## config.mk

```make
export PLATFORM = sky130hd
export DESIGN_NAME = tdc_multichan_readout_flat
export DESIGN_NICKNAME = d
export VERILOG_FILES = /design/src/rtl/tdc_multichan_readout_if.sv /design/src/rtl/tdc_multichan_readout.sv /design/src/flat_wrapper.sv
export SDC_FILE = /design/constraint.sdc
export NUM_CORES = 1
export LEC_CHECK = 0
export BUFFER_PORTS_ARGS = -buffer_cell sky130_fd_sc_hd__buf_4
export CAP_MARGIN = 20
export CORE_MARGIN = 4
export CORE_UTILIZATION = 40
export DETAILED_ROUTE_END_ITERATION = 10
export PLACE_DENSITY_LB_ADDON = 0.05
export SYNTH_ARGS = -nofsm -noshare
export SYNTH_HDL_FRONTEND = slang
export SYNTH_SLANG_ARGS = --single-unit
```

## constraint.sdc

```tcl
create_clock -name clk300 -period 9 [get_ports clk300]
set_input_delay 0.45 -clock clk300 [delete_from_list [all_inputs] [get_ports clk300]]
set_output_delay 0.45 -clock clk300 [all_outputs]
set_load 0.02 [all_outputs]
```

## src/rtl/tdc_multichan_readout_if.sv

```systemverilog
// ---------------------------------------------------------------------------
// tdc_multichan_readout_if
//   Output hit stream of the multi-channel TDC readout.
//
//   Handshake: a word transfers on a rising edge where out_valid=1 and
//   out_ready=1. While out_valid=1 and out_ready=0 the source holds out_data
//   stable. out_valid does not wait for out_ready, and the sink may change
//   out_ready freely in any cycle.
//
//   Signals:
//     out_valid  source -> sink  word valid
//     out_ready  sink -> source  sink accepts the word
//     out_data   source -> sink  {chan, bc_time, fine}
// ---------------------------------------------------------------------------
interface tdc_multichan_readout_if #(
   parameter int DATA_W = 12
);
   logic              out_valid;
   logic              out_ready;
   logic [DATA_W-1:0] out_data;

   modport master (output out_valid, output out_data, input out_ready);
   modport slave  (input out_valid, input out_data, output out_ready);
endinterface

```

## src/rtl/tdc_multichan_readout.sv

```systemverilog
// ---------------------------------------------------------------------------
// tdc_multichan_readout
//   Stamps decoded fine-time hits from NCHAN channels with the coarse
//   bunch-crossing time. Each hit is buffered in a per-channel FIFO, and the
//   FIFOs are drained round-robin into one registered valid/ready stream.
//   Slow-control readout is provided by per-channel accepted-hit counters,
//   sticky overflow flags and a lockable snapshot of one channel's last hit.
//
//   Ports:
//     clk300        clock, all logic on the rising edge
//     reset         asynchronous active-low reset
//     chan_en       per-channel enable (gates hit_valid only)
//     hit_valid     per-channel one-cycle hit strobe
//     hit_fine      fine codes, channel c at [c*FINE_W +: FINE_W]
//     bc_time       coarse time, sampled together with the hit
//     out_if        output stream (master): out_valid/out_ready/out_data
//     rstr          synchronous clear of tdc_count and tdc_ovf
//     tdc_count     per-channel accepted-hit counters (wrap around)
//     tdc_ovf       sticky per-channel FIFO overflow flags
//     raw_sel       channel shown on tdc_raw
//     tdc_raw_lock  1 = hold tdc_raw
//     tdc_raw       {bc_time, fine} of the last accepted hit on raw_sel
// ---------------------------------------------------------------------------
module tdc_multichan_readout #(
   parameter int  NCHAN    = 4,
   parameter int  FINE_W   = 3,
   parameter int  COARSE_W = 7,
   parameter int  DEPTH    = 4,
   parameter int  CNT_W    = 4,
   localparam int CH_W     = (NCHAN > 1) ? $clog2(NCHAN) : 1
) (
   input  logic                         clk300,
   input  logic                         reset,
   input  logic [NCHAN-1:0]             chan_en,
   input  logic [NCHAN-1:0]             hit_valid,
   input  logic [NCHAN*FINE_W-1:0]      hit_fine,
   input  logic [COARSE_W-1:0]          bc_time,
   tdc_multichan_readout_if.master      out_if,
   input  logic                         rstr,
   output logic [NCHAN*CNT_W-1:0]       tdc_count,
   output logic [NCHAN-1:0]             tdc_ovf,
   input  logic [CH_W-1:0]              raw_sel,
   input  logic                         tdc_raw_lock,
   output logic [COARSE_W+FINE_W-1:0]   tdc_raw
);
   localparam int ENTRY_W = COARSE_W + FINE_W;
   localparam int AW      = $clog2(DEPTH);
   localparam int OCC_W   = AW + 1;

   logic [ENTRY_W-1:0] mem    [NCHAN][DEPTH];
   logic [AW-1:0]      wr_ptr [NCHAN];
   logic [AW-1:0]      rd_ptr [NCHAN];
   logic [OCC_W-1:0]   occ    [NCHAN];

   logic [NCHAN-1:0]   empty, full, push_req, push_ok, pop, ovf_set;
   logic [CH_W-1:0]    last_gnt, gnt_idx;
   logic               any_req, grant;
   logic [ENTRY_W-1:0] head;

   always_comb begin
      for (int c = 0; c < NCHAN; c++) begin
         empty[c] = (occ[c] == '0);
         full[c]  = (occ[c] == OCC_W'(DEPTH));
      end
   end

   // Round-robin: first non-empty channel above last_gnt, then wrap to the
   // channels at or below it.
   always_comb begin
      gnt_idx = last_gnt;
      any_req = 1'b0;
      for (int c = 0; c < NCHAN; c++) begin
         if (!any_req && !empty[c] && (c > int'(last_gnt))) begin
            any_req = 1'b1;
            gnt_idx = CH_W'(c);
         end
      end
      for (int c = 0; c < NCHAN; c++) begin
         if (!any_req && !empty[c] && (c <= int'(last_gnt))) begin
            any_req = 1'b1;
            gnt_idx = CH_W'(c);
         end
      end
   end

   // The output register can take a new word when empty or being drained.
   assign grant = any_req && (!out_if.out_valid || out_if.out_ready);

   // A push into a full FIFO is still accepted when that FIFO pops on the
   // same edge.
   always_comb begin
      head = '0;
      for (int c = 0; c < NCHAN; c++) begin
         pop[c]      = grant && (gnt_idx == CH_W'(c));
         push_req[c] = hit_valid[c] && chan_en[c];
         push_ok[c]  = push_req[c] && (!full[c] || pop[c]);
         ovf_set[c]  = push_req[c] && !push_ok[c];
         if (gnt_idx == CH_W'(c)) begin
            head = mem[c][rd_ptr[c]];
         end
      end
   end

   always_ff @(posedge clk300) begin
      for (int c = 0; c < NCHAN; c++) begin
         if (push_ok[c]) begin
            mem[c][wr_ptr[c]] <= {bc_time, hit_fine[c*FINE_W +: FINE_W]};
         end
      end
   end

   always_ff @(posedge clk300 or negedge reset) begin
      if (!reset) begin
         for (int c = 0; c < NCHAN; c++) begin
            wr_ptr[c] <= '0;
            rd_ptr[c] <= '0;
            occ[c]    <= '0;
         end
      end else begin
         for (int c = 0; c < NCHAN; c++) begin
            if (push_ok[c]) wr_ptr[c] <= wr_ptr[c] + AW'(1);
            if (pop[c])     rd_ptr[c] <= rd_ptr[c] + AW'(1);
            if (push_ok[c] && !pop[c]) begin
               occ[c] <= occ[c] + OCC_W'(1);
            end else if (!push_ok[c] && pop[c]) begin
               occ[c] <= occ[c] - OCC_W'(1);
            end
         end
      end
   end

   always_ff @(posedge clk300 or negedge reset) begin
      if (!reset) begin
         out_if.out_valid <= 1'b0;
         out_if.out_data  <= '0;
         last_gnt         <= CH_W'(NCHAN - 1);
      end else if (grant) begin
         out_if.out_valid <= 1'b1;
         out_if.out_data  <= {gnt_idx, head};
         last_gnt         <= gnt_idx;
      end else if (out_if.out_ready) begin
         out_if.out_valid <= 1'b0;
      end
   end

   // rstr wins over a same-edge increment or overflow.
   always_ff @(posedge clk300 or negedge reset) begin
      if (!reset) begin
         tdc_count <= '0;
         tdc_ovf   <= '0;
      end else if (rstr) begin
         tdc_count <= '0;
         tdc_ovf   <= '0;
      end else begin
         for (int c = 0; c < NCHAN; c++) begin
            if (push_ok[c]) begin
               tdc_count[c*CNT_W +: CNT_W] <= tdc_count[c*CNT_W +: CNT_W] + CNT_W'(1);
            end
            if (ovf_set[c]) tdc_ovf[c] <= 1'b1;
         end
      end
   end

   always_ff @(posedge clk300 or negedge reset) begin
      if (!reset) begin
         tdc_raw <= '0;
      end else if (!tdc_raw_lock) begin
         for (int c = 0; c < NCHAN; c++) begin
            if (push_ok[c] && (raw_sel == CH_W'(c))) begin
               tdc_raw <= {bc_time, hit_fine[c*FINE_W +: FINE_W]};
            end
         end
      end
   end
endmodule

```

## src/flat_wrapper.sv

```systemverilog
// flat-port wrapper written by rule: the top's interface ports become plain ports
module tdc_multichan_readout_flat 
#(
   parameter int  NCHAN    = 4,
   parameter int  FINE_W   = 3,
   parameter int  COARSE_W = 7,
   parameter int  DEPTH    = 4,
   parameter int  CNT_W    = 4,
   localparam int CH_W     = (NCHAN > 1) ? $clog2(NCHAN) : 1
)
  (clk300, reset, chan_en, hit_valid, hit_fine, bc_time, rstr, tdc_count, tdc_ovf, raw_sel, tdc_raw_lock, tdc_raw, out_if_out_valid, out_if_out_data, out_if_out_ready);
  tdc_multichan_readout_if #(.DATA_W(((2) + COARSE_W + FINE_W))) out_if_i ();
  input  logic clk300;
  input  logic reset;
  input  logic [NCHAN-1:0] chan_en;
  input  logic [NCHAN-1:0] hit_valid;
  input  logic [NCHAN*FINE_W-1:0] hit_fine;
  input  logic [COARSE_W-1:0] bc_time;
  input  logic rstr;
  output logic [NCHAN*CNT_W-1:0] tdc_count;
  output logic [NCHAN-1:0] tdc_ovf;
  input  logic [CH_W-1:0] raw_sel;
  input  logic tdc_raw_lock;
  output logic [COARSE_W+FINE_W-1:0] tdc_raw;
  output wire logic [$bits(out_if_i.out_valid)-1:0] out_if_out_valid;
  output wire logic [$bits(out_if_i.out_data)-1:0] out_if_out_data;
  input wire logic [$bits(out_if_i.out_ready)-1:0] out_if_out_ready;
  assign out_if_out_valid = out_if_i.out_valid;
  assign out_if_out_data = out_if_i.out_data;
  assign out_if_i.out_ready = out_if_out_ready;
  tdc_multichan_readout #(.NCHAN(NCHAN), .FINE_W(FINE_W), .COARSE_W(COARSE_W), .DEPTH(DEPTH), .CNT_W(CNT_W)) u_core (.clk300(clk300), .reset(reset), .chan_en(chan_en), .hit_valid(hit_valid), .hit_fine(hit_fine), .bc_time(bc_time), .out_if(out_if_i), .rstr(rstr), .tdc_count(tdc_count), .tdc_ovf(tdc_ovf), .raw_sel(raw_sel), .tdc_raw_lock(tdc_raw_lock), .tdc_raw(tdc_raw));
endmodule
```

==> run metrics, run 1 <==
run status finished clean; post-synthesis instance total 610; syn avg cell area 16.4 um2; WHS Path Cells 1; Primary FF master, synth edfxtp_1; via/cell ratio 5.20; hpwl dp 14600 um; post-synthesis mux area share 13.9%; setup TNS 0 ps; yosys warns 0; Total GRT Usage 15.5%; Site Rows 57; share of the synthesized area in the top cell type 48.1%; RSZ-0062 raised after global routing no; Synth Area in Adders 3.81%; Fmax 251 MHz; port bufs 76; Die Ht 166 um; vias in the first global route 5855; Initial DRC Count 237; Starting Density 40.8%; crit path time final 3990 ps; share of power burned in registers 42.4%; # diodes 0; max-slew headroom at the worst pin 29.8%; Mapped Nets 672; TritonCTS Buffers 25; Area growth syn-to-layout 16.8%; Req. time, crit path 9430 ps; remaining antenna violation count after routing 0; fraction of the mapped netlist area in compound gates 4.45%; Slew Viols, Final 0; Longest Clk Path Bufs 3; cell area power density 323 nW/um2; final std cells w/o fill 1036; CTS tree done; core area 24500 um2; DRT Wirelength 21300 um; Synth Area in XOR/XNOR 3.16%; final count of hold timing violations 0; CP Capture Type flip-flop; register bit total from synthesis 233; end point of the worst hold path u_core.mem[0][20]; crit start category flip-flop; initial antenna violation count 0; simple-gate area share of the yosys netlist 6.43%; # DRC 0; placed instance count 989; clock power share 25.2%; Final setup viols 0; Reg2Reg Depth 12; CTS clock-pin slew for the worst setup and hold paths 60 ps; largest net degree at the start of global routing 62; clk sink count 233; Reg area 6630 um2; largest family of logic cells by synthesized area multiplexers; synth unique cells 51; num ports 77; DR pass1 iterations 4; CP Data Arrival Time 4420 ps; H-tree depth 1; hold_sp hit_fine[0]; share of layout cells above drive strength 1 28.1%; worst r2r src u_core.occ[6]; Setup Skew 18.7 ps; die span in x 166 um; CP max FO 21; area of the multi-input gates 3170 um2; WS Path Type flip-flop to flip-flop; fin nets 756; Worst Tran Pin Value 1050 ps; Psw 0.00128 W; Routed WL per cell 20.6 um; async set-or-reset flop fraction in the synthesized netlist 31.3%; post-synthesis sequential area ratio 66.4%; Clk Latency, worst-skew pair 520 ps; Synth area leaders edfxtp_1 (48%), dfrtp_1 (18%), mux4_2 (9.0%); via count 5383; Post-synth EDFFs 160; most area-hungry cell type in the Yosys netlist edfxtp_1; Mapped Area 9990 um2; Max Cap Viol 0; Hold Crit Class input pin to flip-flop; first-pass GRT wire length 34000 um; Reg2Reg Setup Slack 5010 ps; RD Place Congestion 0.808; switching share of power 34.0%; Pint 0.00249 W; grt ovf 0; Logic pwr share 32.3%; Leak Pwr 4.40 nW; Peak supply drop 0.000147 V; final worst-path cycle share 44.3%; fillcell total 2134; root buf cell clkbuf_16; Worst R2R End u_core.occ[5]; Die ar. 27600 um2
-- worst max path at each step --
stage	cells after the start	slack [ps]	to	startpoint
after global placement	12	5190	u_core.occ[5]	u_core.occ[6]
final	12	5010	u_core.occ[5]	u_core.occ[6]
after floorplan	13	5710	u_core.occ[11]	u_core.last_gnt[1]
after CTS	12	4990	u_core.occ[5]	u_core.occ[6]
after detailed placement	12	5020	u_core.occ[5]	u_core.occ[6]
after global routing	12	4680	u_core.occ[5]	u_core.occ[6]
-- state kept, by name, summed over array words and instances (netlist names) --
signal and flops:
u_core.tdc_raw 10, u_core.last_gnt 2, u_core.out_if.out_valid 1, u_core.occ 12
u_core.out_if.out_data 12, u_core.mem 160, u_core.tdc_count 16, u_core.rd_ptr 8
u_core.tdc_ovf 4, u_core.wr_ptr 8
-- power groups by stage --
stage                     clock network [W]  registers (W)  logic (W)
after floorplan                           0        0.00154   0.000921
after global placement                    0        0.00161    0.00121
after detailed placement                  0        0.00163    0.00124
after CTS                          0.000982        0.00161    0.00125
after global routing                0.00103        0.00164    0.00135
final                              0.000951        0.00160    0.00122
-- through the flow --
stage / utilization (%) / setup slack [ps] / hold slack, ps / instance area [um2] / power (W)
3_5_place_dp: 44.5 / 5020 / 303 / 10900 / 0.00287
6_report: 47.7 / 5010 / 140 / 11700 / 0.00377
4_1_cts: 47.6 / 4990 / 121 / 11700 / 0.00384
2_1_floorplan: - / 5710 / 154 / 9990 / 0.00246
3_3_place_gp: 44.5 / 5190 / 300 / 10900 / 0.00283
5_1_grt: 47.7 / 4680 / 117 / 11700 / 0.00403
-- cell type report --
type | instances | share of cell area [%]
Inverter | 21 | 0.676
Multi-Input combinational cell | 332 | 27.2
Tap cell | 324 | 3.48
Clock buffer | 26 | 5.40
Clock inverter | 19 | 1.14
Timing Repair Buffer | 81 | 5.24
Sequential cell | 233 | 56.9
-- layer usage --
| layer | up-vias | track usage, % | wire length [um] |
|---|---|---|---|
| li1 | 2475 | - | - |
| met1 | 2757 | 21.5 | 9430 |
| met2 | 122 | 25.4 | 10400 |
| met3 | 29 | 3.09 | 1080 |
| met4 | 0 | 3.87 | 398 |
| met5 | - | 0 | 0 |
-- synth_stat cells (14+ instances only) --
library cell,number
nor2_1,45
xnor2_1,18
o21ai_0,17
inv_1,21
mux2_2,15
mux4_2,40
nand2_1,27
clkbuf_1,15
a21oi_1,18
ha_1,24
dfrtp_1,71
xor2_1,18
and2_1,14
mux2i_1,17
edfxtp_1,160
-- worst max-delay path: stages, from the launching register on --
cell	delay, ps
dfrtp_1	450
nor3_2	450
o22ai_1	210
or3_1	400
buf_4	260
o21ai_1	370
and2_1	500
ha_1	270
inv_1	70
fa_1	430
xor2_1	170
nor2_1	140
xor2_1	180
-- cell usage in the layout, fill, tap and decap left out, types with 3 or more instances in the layout --
| cell | count |
|---|---|
| xnor2_1 | 18 |
| o21ai_0 | 17 |
| clkinv_2 | 9 |
| mux2i_1 | 17 |
| inv_1 | 21 |
| o22ai_1 | 3 |
| and2_1 | 14 |
| nor3_1 | 3 |
| nor2_1 | 45 |
| nor3b_1 | 3 |
| clkinv_1 | 3 |
| or3_1 | 5 |
| edfxtp_1 | 160 |
| mux4_2 | 40 |
| a22oi_1 | 3 |
| mux2_2 | 15 |
| dfrtp_1 | 71 |
| fa_1 | 4 |
| xor2_1 | 18 |
| clkbuf_16 | 25 |
| a41oi_1 | 5 |
| buf_4 | 80 |
| ha_1 | 24 |
| nand2_1 | 27 |
| and3_1 | 5 |
| a32o_1 | 4 |
| mux2_4 | 10 |
| nand3_1 | 3 |
| a211oi_1 | 3 |
| a21oi_1 | 18 |
| nand4_1 | 5 |
-- repair_timing --
action,4_1_cts,5_1_grt
setup buffers,0,0
endpoints found under the setup margin,0,0
endpoints found under the hold margin,12,0
hold buffers,1,0
gates resized for setup,0,0
-- cell families (layout without fill, tap and decap cells) --
kind of cell	Yosys count	after routing
AOI/OAI and AO/OA	63	63
xor gates and xnor gates	36	36
adders and majority gates	28	28
buffers and inverters	45	147
DFF	233	233
muxes	82	82
and+or+nand+nor	123	123
No activity file was read; power rests on OpenSTA's default activity.
==> run 2, diff against run 1 <==
==> constraint.sdc (replaced) <==
create_clock -name clk300 -period 3.86 [get_ports clk300]
set_input_delay 0.193 -clock clk300 [delete_from_list [all_inputs] [get_ports clk300]]
set_output_delay 0.193 -clock clk300 [all_outputs]
set_load 0.02 [all_outputs]
==> run 2 against run 1 <==
  * Combinational power is 140% higher
  * Critical path depth decreased by 4
  * Register-to-register slack got worse by 4600 ps
  * Flip-flop and latch count unchanged
  * Core utilization is 0.98 points higher
  * Via count rose by 2.4%
  * Clock power increased by 140%
  * Largest cell class unchanged
  * Highest routed layer unchanged
==> run metrics, run 2 (synthesized netlist as in run 1, its figures left out) <==
run status finished clean; Longest Clk Path Bufs 3; Slew Viols, Final 0; DP Area 10900 um2; # diodes 0; core area 24500 um2; CP Data Arrival Time 3870 ps; Starting Density 40.8%; num ports 77; Worst Tran Pin Value 876 ps; Hold WS 18.2 ps; # DRC 0; Hold Crit Class input pin to flip-flop; DR pass1 iterations 5; Final Util 48.7%; Routed WL per cell 20.5 um; number of flip-flops in the largest register 160; max-slew headroom at the worst pin 41.6%; most common cell after layout, fill and taps aside edfxtp_1; root buf cell clkbuf_16; die span in x 166 um; Max Cap Viol 0; Setup Skew 11.2 ps; CTS tree done; Leak Pwr 4.50 nW; via/cell ratio 5.20; remaining antenna violation count after routing 0; WS Path Type flip-flop to flip-flop; Die Ht 166 um; Final setup viols 0; fin nets 778; final count of hold timing violations 0; TritonCTS Buffers 26; CTS clock-pin slew for the worst setup and hold paths 60 ps; Site Rows 57; initial antenna violation count 0; setup TNS 0 ps; DRT Wirelength 21700 um; grt ovf 0; first-pass GRT wire length 34000 um; crit start category flip-flop; CP max FO 13; Req. time, crit path 4260 ps; final instance area 11900 um2; crit path time final 3470 ps; RD Place Congestion 0.824; Peak supply drop 0.000402 V; post-CTS sizing 0; CP Capture Type flip-flop; Die ar. 27600 um2; Reg2Reg Depth 8; hpwl dp 15000 um; RSZ-0062 raised after global routing no; largest net degree at the start of global routing 39; cell area power density 751 nW/um2; port bufs 76; via count 5512; clk sink count 233; Fmax 288 MHz; Final Power 0.00893 W; final worst-path cycle share 89.8%; Area growth syn-to-layout 19.2%; Initial DRC Count 310; H-tree depth 1; WHS Path Cells 1; most frequent cells in the layout edfxtp_1 (160), buf_4 (83), dfrtp_1 (71); Total GRT Usage 15.6%; share of layout cells above drive strength 1 26.9%; Clk Latency, worst-skew pair 520 ps; vias in the first global route 5843
-- run 2: power by group --
part | total [W] | internal (W) | switching, W | leakage (nW)
logic | 0.00292 | 0.00142 | 0.00150 | 1.76
clock network | 0.00230 | 0.00134 | 0.000961 | 0.388
registers | 0.00371 | 0.00317 | 0.000544 | 2.35
total | 0.00893 | 0.00592 | 0.00301 | 4.50
-- run 2: routing by layer --
metal / GRT usage [%] / up-vias / wire, um
met5: 0 / - / 0
met3: 2.71 / 34 / 1140
li1: - / 2523 / -
met4: 3.73 / 0 / 425
met1: 21.8 / 2783 / 9650
met2: 25.7 / 172 / 10500
-- run 2: worst paths after layout --
kind	to	slack, ps	startpoint
min in group asynchronous	u_core.out_if.out_data[5]	220	reset
setup / recovery	u_core.tdc_raw[5]	390	u_core.occ[6]
setup reg to reg	u_core.tdc_raw[5]	390	u_core.occ[6]
hold / removal	u_core.mem[1][14]	20	bc_time[1]
max in group asynchronous	u_core.last_gnt[1]	2690	reset
hold reg to reg	u_core.out_if.out_data[7]	480	u_core.out_if.out_data[7]
-- run 2: timing repair --
| action | in CTS | in global routing |
|---|---|---|
| hold buffers | 19 | 0 |
| hold endpoints to repair | 88 | 0 |
| setup buffers | 0 | 0 |
-- run 2: final cells by class --
type	count	area [um2]
Clock inverter	17	109
Tap cell	324	405
Multi-Input combinational cell	332	3170
Sequential cell	233	6630
Timing Repair Buffer	102	813
Clock buffer	31	691
Inverter	21	78.8
Fill cell	2132	12600
-- run 2: through the flow --
step / setup WS [ps] / std cells
after global placement: 547 / 993
final: 393 / 1060
after global routing: 196 / 1060
after CTS: 422 / 1060
after floorplan: 575 / 610
after detailed placement: 428 / 993
-- run 2: critical path, cell delays in order (launching register included) --
cell	delay (ps)
dfrtp_1	450
nor3_2	430
o22ai_1	210
nor4_4	470
nand3_4	170
a31oi_4	430
a21oi_1	120
a221o_1	650
mux2_4	410
